--- src/rtl/upc_serial_tx.sv ---
// upc_serial_tx: 4-entry item FIFO feeding a 7-bit serial framer.
// Frame: start 0, U P C M (MSB first), even parity, stop 1; each bit
// held BAUD_DIV clocks. Back-to-back frames run with no idle gap.
module upc_serial_tx #(
    parameter int BAUD_DIV = 4
) (
    input  logic       clk,
    input  logic       reset,
    input  logic       in_valid,
    output logic       in_ready,
    input  logic [2:0] upc,
    input  logic       mark,
    output logic       tx,
    output logic       busy,
    output logic [2:0] count,
    output logic       sent
);

    typedef enum logic [2:0] {IDLE, START, DATA, PARITY, STOP} state_t;

    state_t     state, state_n;
    logic [3:0] mem [4];
    logic [1:0] wr_ptr, rd_ptr;
    logic       push, pop;
    logic [3:0] baud_cnt, baud_cnt_n;
    logic       bit_last;
    logic [1:0] bit_idx, bit_idx_n;
    logic [3:0] shreg, shreg_n;
    logic       tx_n;

    // Ready comes from the registered count only, so a pop in the same
    // cycle never frees a slot for a push while full.
    assign in_ready = (count != 3'd4);
    assign push     = in_valid && in_ready && !reset;
    assign bit_last = (baud_cnt == 4'(BAUD_DIV - 1));
    assign busy     = (state != IDLE);
    assign sent     = (state == STOP) && bit_last;

    // FIFO storage write; contents need no reset since count gates reads
    always_ff @(posedge clk) begin
        if (push)
            mem[wr_ptr] <= {upc, mark};
    end

    // FIFO pointers and occupancy
    always_ff @(posedge clk) begin
        if (reset) begin
            wr_ptr <= 2'd0;
            rd_ptr <= 2'd0;
            count  <= 3'd0;
        end else begin
            if (push) wr_ptr <= wr_ptr + 2'd1;
            if (pop)  rd_ptr <= rd_ptr + 2'd1;
            case ({push, pop})
                2'b10:   count <= count + 3'd1;
                2'b01:   count <= count - 3'd1;
                default: count <= count;
            endcase
        end
    end

    // Next state, pop decision and next line level
    always_comb begin
        state_n    = state;
        bit_idx_n  = bit_idx;
        shreg_n    = shreg;
        pop        = 1'b0;
        baud_cnt_n = (state == IDLE || bit_last) ? 4'd0 : baud_cnt + 4'd1;
        case (state)
            IDLE: begin
                if (count != 3'd0) begin
                    pop       = 1'b1;
                    shreg_n   = mem[rd_ptr];
                    bit_idx_n = 2'd0;
                    state_n   = START;
                end
            end
            START: begin
                if (bit_last) begin
                    state_n   = DATA;
                    bit_idx_n = 2'd0;
                end
            end
            DATA: begin
                if (bit_last) begin
                    if (bit_idx == 2'd3) state_n = PARITY;
                    else                 bit_idx_n = bit_idx + 2'd1;
                end
            end
            PARITY: begin
                if (bit_last) state_n = STOP;
            end
            STOP: begin
                if (bit_last) begin
                    // Chain straight into the next frame when work is queued
                    if (count != 3'd0) begin
                        pop       = 1'b1;
                        shreg_n   = mem[rd_ptr];
                        bit_idx_n = 2'd0;
                        state_n   = START;
                    end else begin
                        state_n = IDLE;
                    end
                end
            end
            default: state_n = IDLE;
        endcase

        // Line level is registered from the next state so tx always
        // matches the state it is being driven for.
        case (state_n)
            START:   tx_n = 1'b0;
            DATA:    tx_n = shreg_n[~bit_idx_n];
            PARITY:  tx_n = ^shreg_n;
            default: tx_n = 1'b1;
        endcase
    end

    // Framer state registers; reset aborts any frame in progress
    always_ff @(posedge clk) begin
        if (reset) begin
            state    <= IDLE;
            baud_cnt <= 4'd0;
            bit_idx  <= 2'd0;
            shreg    <= 4'd0;
            tx       <= 1'b1;
        end else begin
            state    <= state_n;
            baud_cnt <= baud_cnt_n;
            bit_idx  <= bit_idx_n;
            shreg    <= shreg_n;
            tx       <= tx_n;
        end
    end

endmodule

--- config.mk ---
export PLATFORM = sky130hd
export DESIGN_NAME = upc_serial_tx
export DESIGN_NICKNAME = d
export VERILOG_FILES = /design/src/rtl/upc_serial_tx.sv
export SDC_FILE = /design/constraint.sdc
export NUM_CORES = 1
export LEC_CHECK = 0
export CORE_MARGIN = 2
export CORE_UTILIZATION = 56
export DETAILED_ROUTE_END_ITERATION = 8
export GPL_ROUTABILITY_DRIVEN = 0
export PLACE_DENSITY_LB_ADDON = 0.08
export SLEW_MARGIN = 10
export SYNTH_ARGS = -nofsm -noshare
export SYNTH_HDL_FRONTEND = slang
export SYNTH_SLANG_ARGS = --single-unit
--- constraint.sdc ---
create_clock -name clk -period 4.5 [get_ports clk]
set_clock_uncertainty 0.2 [all_clocks]
set_input_delay 0.45 -clock clk [delete_from_list [all_inputs] [get_ports clk]]
set_output_delay 0.45 -clock clk [all_outputs]
set_load 0.05 [all_outputs]
# After elaboration in Yosys (flattened, before gate mapping)

Memories as Yosys holds them, arrays and structs flattened. A register that Yosys moved wholly into a read port is not among the register bits.
Cells that the tools add are included.

Flip-flop bits (word level): 21
RAM bits: 16
Input port bits: 7
Output and inout bits: 7
Word-level logic and storage cells: 68
Memories: 1

Add/sub/neg operators: 6
Order comparisons: 1
Equality and inequality tests: 12
Muxes and demuxes: 28
Bitwise logic cells: 1
Reductions and logical operators: 11

Memories:

| name | depth | width | read ports | clocked after Yosys merged registers in | write ports | line | RTL |
|---|---|---|---|---|---|---|---|
| mem  | 4     | 4     | 1          | 1                                       | 1           | 22   | `logic [3:0] mem [4];` |

Operators with widths:

| operator                                                    | count |
|---|---|
| 2-to-1 mux 3 bit                                            | 6 |
| case mux 3 bit (5 select lines)                             | 1 |
| 2-to-1 mux 2 bit                                            | 7 |
| == test 3 x 2 -> 1 bit (second input constant)              | 4 |
| 2-to-1 mux 4 bit                                            | 2 |
| case mux 2 bit (4 select lines)                             | 1 |
| case mux 4 bit (2 select lines)                             | 1 |
| adder 2 x 1 -> 2 bit (second input constant)                | 3 |
| == test 3 x 1 -> 1 bit (second input constant)              | 2 |
| 2-to-1 mux 1 bit                                            | 6 |
| case mux 3 bit (2 select lines)                             | 1 |
| nonzero test 3 bit                                          | 2 |
| adder 4 x 1 -> 4 bit (second input constant)                | 1 |
| == test 2 bit (second input constant)                       | 2 |
| == test 4 x 2 -> 1 bit (second input constant)              | 1 |
| XOR reduction 4 bit                                         | 1 |
| adder 3 x 1 -> 3 bit (second input constant)                | 1 |
| == test 3 bit (second input constant)                       | 1 |
| logical AND 1 bit                                           | 3 |
| zero test 3 bit                                             | 1 |
| less-than comparator 2 x 3 -> 1 bit (second input constant) | 1 |
| inequality test 3 bit (second input constant)               | 1 |
| case mux 1 bit (3 select lines)                             | 1 |
| subtractor 3 x 1 -> 3 bit (second input constant)           | 1 |
| other kinds (8)                                             | 8 |

# Longest topological paths before layout

Depth in word-level cells: 8
Mapped depth: 11
Depth with buffers taken out: 11

# Worst setup path before layout

Ideal clock, no wire load.

Path kind: flip-flop to flip-flop
Start: register baud_cnt[0]
End: register count[2]
Library setup time: 70 ps
Arrival time: 2871 ps
Data required time: 4230 ps
Slack: 1359 ps
Stages on the path, launching flop included: 11
Buffers on the path: 1
Period minus slack after synthesis: 3141 ps
Cells stage by stage: dfxtp_1 -> ha_1 -> or3b_1 -> buf_2 -> a2111oi_4 -> ha_1 -> inv_1 -> fa_1 -> xor2_1 -> or3_1 -> a21oi_1

Longest elaborated chain between the ends: 5
Elaborated cells between the ends (all ways): 7
Classes of those cells: 3 x eq/ne; 3 x mux; 1 x reduce/logical

Ends and longest elaborated chain:

| what                                                                  | line | RTL |
|---|---|---|
| from (decl)                                                           | 25   | `logic [3:0] baud_cnt, baud_cnt_n;` |
| from (signal assigned)                                                | 129  | `baud_cnt <= baud_cnt_n;` |
| == test 4 x 2 -> 1 bit *                                              | 35   | `assign bit_last = (baud_cnt == 4'(BAUD_DIV - 1));` |
| 2-to-1 mux 1 bit *                                                    | 94   | `if (bit_last) begin` |
| case mux 1 bit (2 select lines) *                                     | 69   | `case (state)` |
| named net pop                                                         | 24   | `logic push, pop;` |
| == test 2 x 1 -> 1 bit or == test 2 bit (tied branches)               | 54   | `case ({push, pop})` |
| case mux 3 bit (2 select lines) or nonzero test 2 bit (tied branches) | --   |  |
| to (signal assigned)                                                  | 55   | `2'b10: count <= count + 3'd1;` |
| to (signal assigned)                                                  | 56   | `2'b01: count <= count - 3'd1;` |
| to (signal assigned)                                                  | 57   | `default: count <= count;` |
| to (decl)                                                             | 15   | `output logic [2:0] count,` |

Mark *: on every way through the listed nets, which the timed path passes. The rest lies on a longest branch.
A chain may end at the register's enable or synchronous reset.

# Worst setup path in the final report

Ends and elaborated chain as after synthesis.

==> results.py <==
metrics = {
    "clock_network": {
        "cts_setup_buffers": 0,
        "clk_latency_ns": 0.35,
        "cts-resized-gates": 0,
        "cts_tree": "done",
        "cts_sinks": 39,
        "cts_max_path_buffers": 2,
        "cts_hold_buffers": 0,
        "cts_made_buffers": 5,
        "htree_levels": 2,
        "path_clk_slew_ns": 0.12,
        "cts_root_buf": "clkbuf_4",
    },
    "cells_and_area": {
        "layout-drive-gt1-share": 0.0852,
        "syn2layout_area_growth_pct": 13.4,
        "nets": 189,
        "diodes": 0,
        "fillerInstances": 236,
        "fin_cells": 220,
        "utilization": 0.664,
    },
    "logic_synthesis": {
        "ys_ff_latch": 39,
        "synth.cell_area_mm2": 0.00177,
        "postSynth.asyncResetShare": 0,
        "synth_top_cell_area_share": 0.271,
        "synth_edf_count": 16,
        "synth_warnings": 0,
        "synth_area_per_cell_um2": 11.2,
        "yosysMostFrequentCell": "dfxtp_1",
        "synthCells": 159,
        "synth_commonest_cells": "23 x dfxtp_1, 20 x nor2_1, 16 x edfxtp_1",
        "synthTopCellsByArea": "edfxtp_1 27%, dfxtp_1 26%, mux4_2 5.1%",
        "synth_cell_types": 39,
        "syn-num-nets": 173,
        "synth-main-ff-cell": "dfxtp_1",
        "seq_area_frac_synth": 0.531,
        "yosys.area.top_type": "edfxtp_1",
    },
    "floorplan": {
        "die_y_um": 60.3,
        "die-area_mm2": 0.00363,
        "die_w_um": 60.3,
        "ioPinCount": 14,
        "rows": 20,
        "core-area_mm2": 0.00303,
        "start_util": 0.586,
    },
    "sta": {
        "tightest_slew_ns": 0.665,
        "slew_headroom": 0.557,
        "timing_hold_violations_final": 0,
        "rsz0062_at_grt": "false",
        "timing.final.ws_setup_ns": 1.15,
        "slew_violations": 0,
        "setup_tns_ns": 0,
        "layout_min_cycle_time_ns": 3.35,
        "fin_crit_sh": 0.744,
        "setup_viol": 0,
        "max_freq_mhz": 298,
    },
    "critical_path": {
        "required_ns": 4.60,
        "crit_chain": "ha_1, or3b_1, a2111oi_4, ha_1, inv_1, fa_1, xor2_1, or3_1, a21oi_1",
        "path_max_fanout": 8,
        "cpPeakStageDelay_ns": 0.71,
        "worstSetupPathType": "reg -> reg",
        "critPathLaunchType": "register",
        "slowest_stage": "a2111oi_4",
        "critical_path.most_common_cell": "ha_1",
        "arrival_ns": 3.45,
        "end_kind": "register",
    },
    "global_route": {
        "grt_pass1_vias": 1182,
        "track_usage": 0.187,
        "overflow": 0,
        "grt_first_pass_wirelength_mm": 4.95,
        "grt_max_degree": 21,
        "antenna_found_initial": 0,
    },
    "power": {
        "swShare": 0.380,
        "internal-power_mw": 0.664,
        "p_leak_nw": 0.711,
        "irDropWorstVdd_mv": 0.269,
        "power_frac_clock": 0.173,
        "power_density_mw_per_mm2": 533,
        "switching_power_mw": 0.408,
        "p_seq_frac": 0.453,
        "pwr-share-comb": 0.374,
    },
    "drt": {
        "route.antenna.remaining_nets": 0,
        "viasPerCell": 5.39,
        "avgRoutedWirePerCell_um": 13.3,
        "vias": 1186,
        "drt_iter0_markers": 100,
        "route.detailed.drc": 0,
        "routed_wl_mm": 2.93,
        "drtPass1Iterations": 4,
    },
    "placement": {
        "port_buffers": 13,
        "pre_cts_ws_ns": 1.13,
        "hpwl_mm": 2.12,
        "dp_cells": 212,
    },
    "min_path": {
        "hold_class": "reg -> reg",
    },
    "status": {
        "status": "finished clean",
    },
    "flow_run": {
        "drv.max_cap_violation_count": 0,
    },
}
-- per-stage QoR --
step	area, um2	power, mW	hold WS [ns]
2_1_floorplan	1770	0.798	0.218
3_3_place_gp	1950	0.882	0.232
3_5_place_dp	1950	0.897	0.245
4_1_cts	2010	1.08	0.265
5_1_grt	2010	1.14	0.301
6_report	2010	1.07	0.259
-- placed cells by master (no fill, tap or decap), types with 4 or more instances in the layout --
cell type and count:
mux4_2 4, clkbuf_4 5, mux2i_1 5, ha_1 6, edfxtp_1 16, nand3_1 5, nor2_1 20, inv_1 9
nand2_1 10, a21oi_1 9, xnor2_1 6, clkdlybuf4s50_1 13, dfxtp_1 23, and2_1 4, xor2_1 4
-- power by group through the flow --
stage | Clock, mW | Sequential [mW] | Combinational, mW
final | 0.186 | 0.485 | 0.401
after global routing | 0.206 | 0.495 | 0.440
after CTS | 0.192 | 0.486 | 0.406
after detailed placement | 0 | 0.495 | 0.403
after global placement | 0 | 0.490 | 0.392
after floorplan | 0 | 0.514 | 0.284
-- worst paths after layout --
check	from	to	slack (ns)	depth (start not counted)
worst min-delay path	baud_cnt[0]	baud_cnt[0]	0.26	1
worst max register to register	baud_cnt[0]	count[2]	1.15	9
worst min register to register	baud_cnt[0]	baud_cnt[0]	0.26	1
worst max-delay path	baud_cnt[0]	count[2]	1.15	9
-- routing by layer --
layer,wire length (um),share of wire,GRT usage
met3,105,0.036,0.0584
met4,59,0.020,0.0794
met2,1480,0.50,0.320
met5,0,0,0
met1,1290,0.44,0.216
-- logic make-up after synthesis --
| group | Yosys count | share of synthesized area |
|---|---|---|
| buf+inv | 15 | 0.0325 |
| mux | 9 | 0.0790 |
| simple gates | 53 | 0.147 |
| compound gates | 26 | 0.108 |
| flops | 39 | 0.531 |
| fa+ha+maj | 7 | 0.0536 |
| xor+xnor | 10 | 0.0494 |
-- state kept, by name (all words and copies together), names as in the netlist, named ones only --
name      cells
mem          16
baud_cnt      4
shreg         4
count         3
state         3
bit_idx       2
rd_ptr        2
wr_ptr        2
tx            1
-- critical path: cells and delay by family, from the launching register on --
| family | cells | cell delay, ns |
|---|---|---|
| xor gates and xnor gates | 1 | 0.15 |
| adders and majority gates | 3 | 0.88 |
| and+or+nand+nor | 2 | 0.79 |
| DFF | 1 | 0.37 |
| AOI/OAI and AO/OA | 2 | 0.85 |
| buffers and inverters | 1 | 0.06 |
-- layout make-up --
| class | count | area [um2] | area share |
|---|---|---|---|
| multi-input combinational | 105 | 774 | 0.385 |
| inverter | 9 | 33.8 | 0.0168 |
| sequential | 39 | 941 | 0.468 |
| timing repair buffer | 15 | 145 | 0.0722 |
| tap | 44 | 55.1 | 0.0274 |
| clock inverter | 3 | 23.8 | 0.0118 |
| clock buffer | 5 | 37.5 | 0.0187 |
No activity file was read; power rests on OpenSTA's default activity.
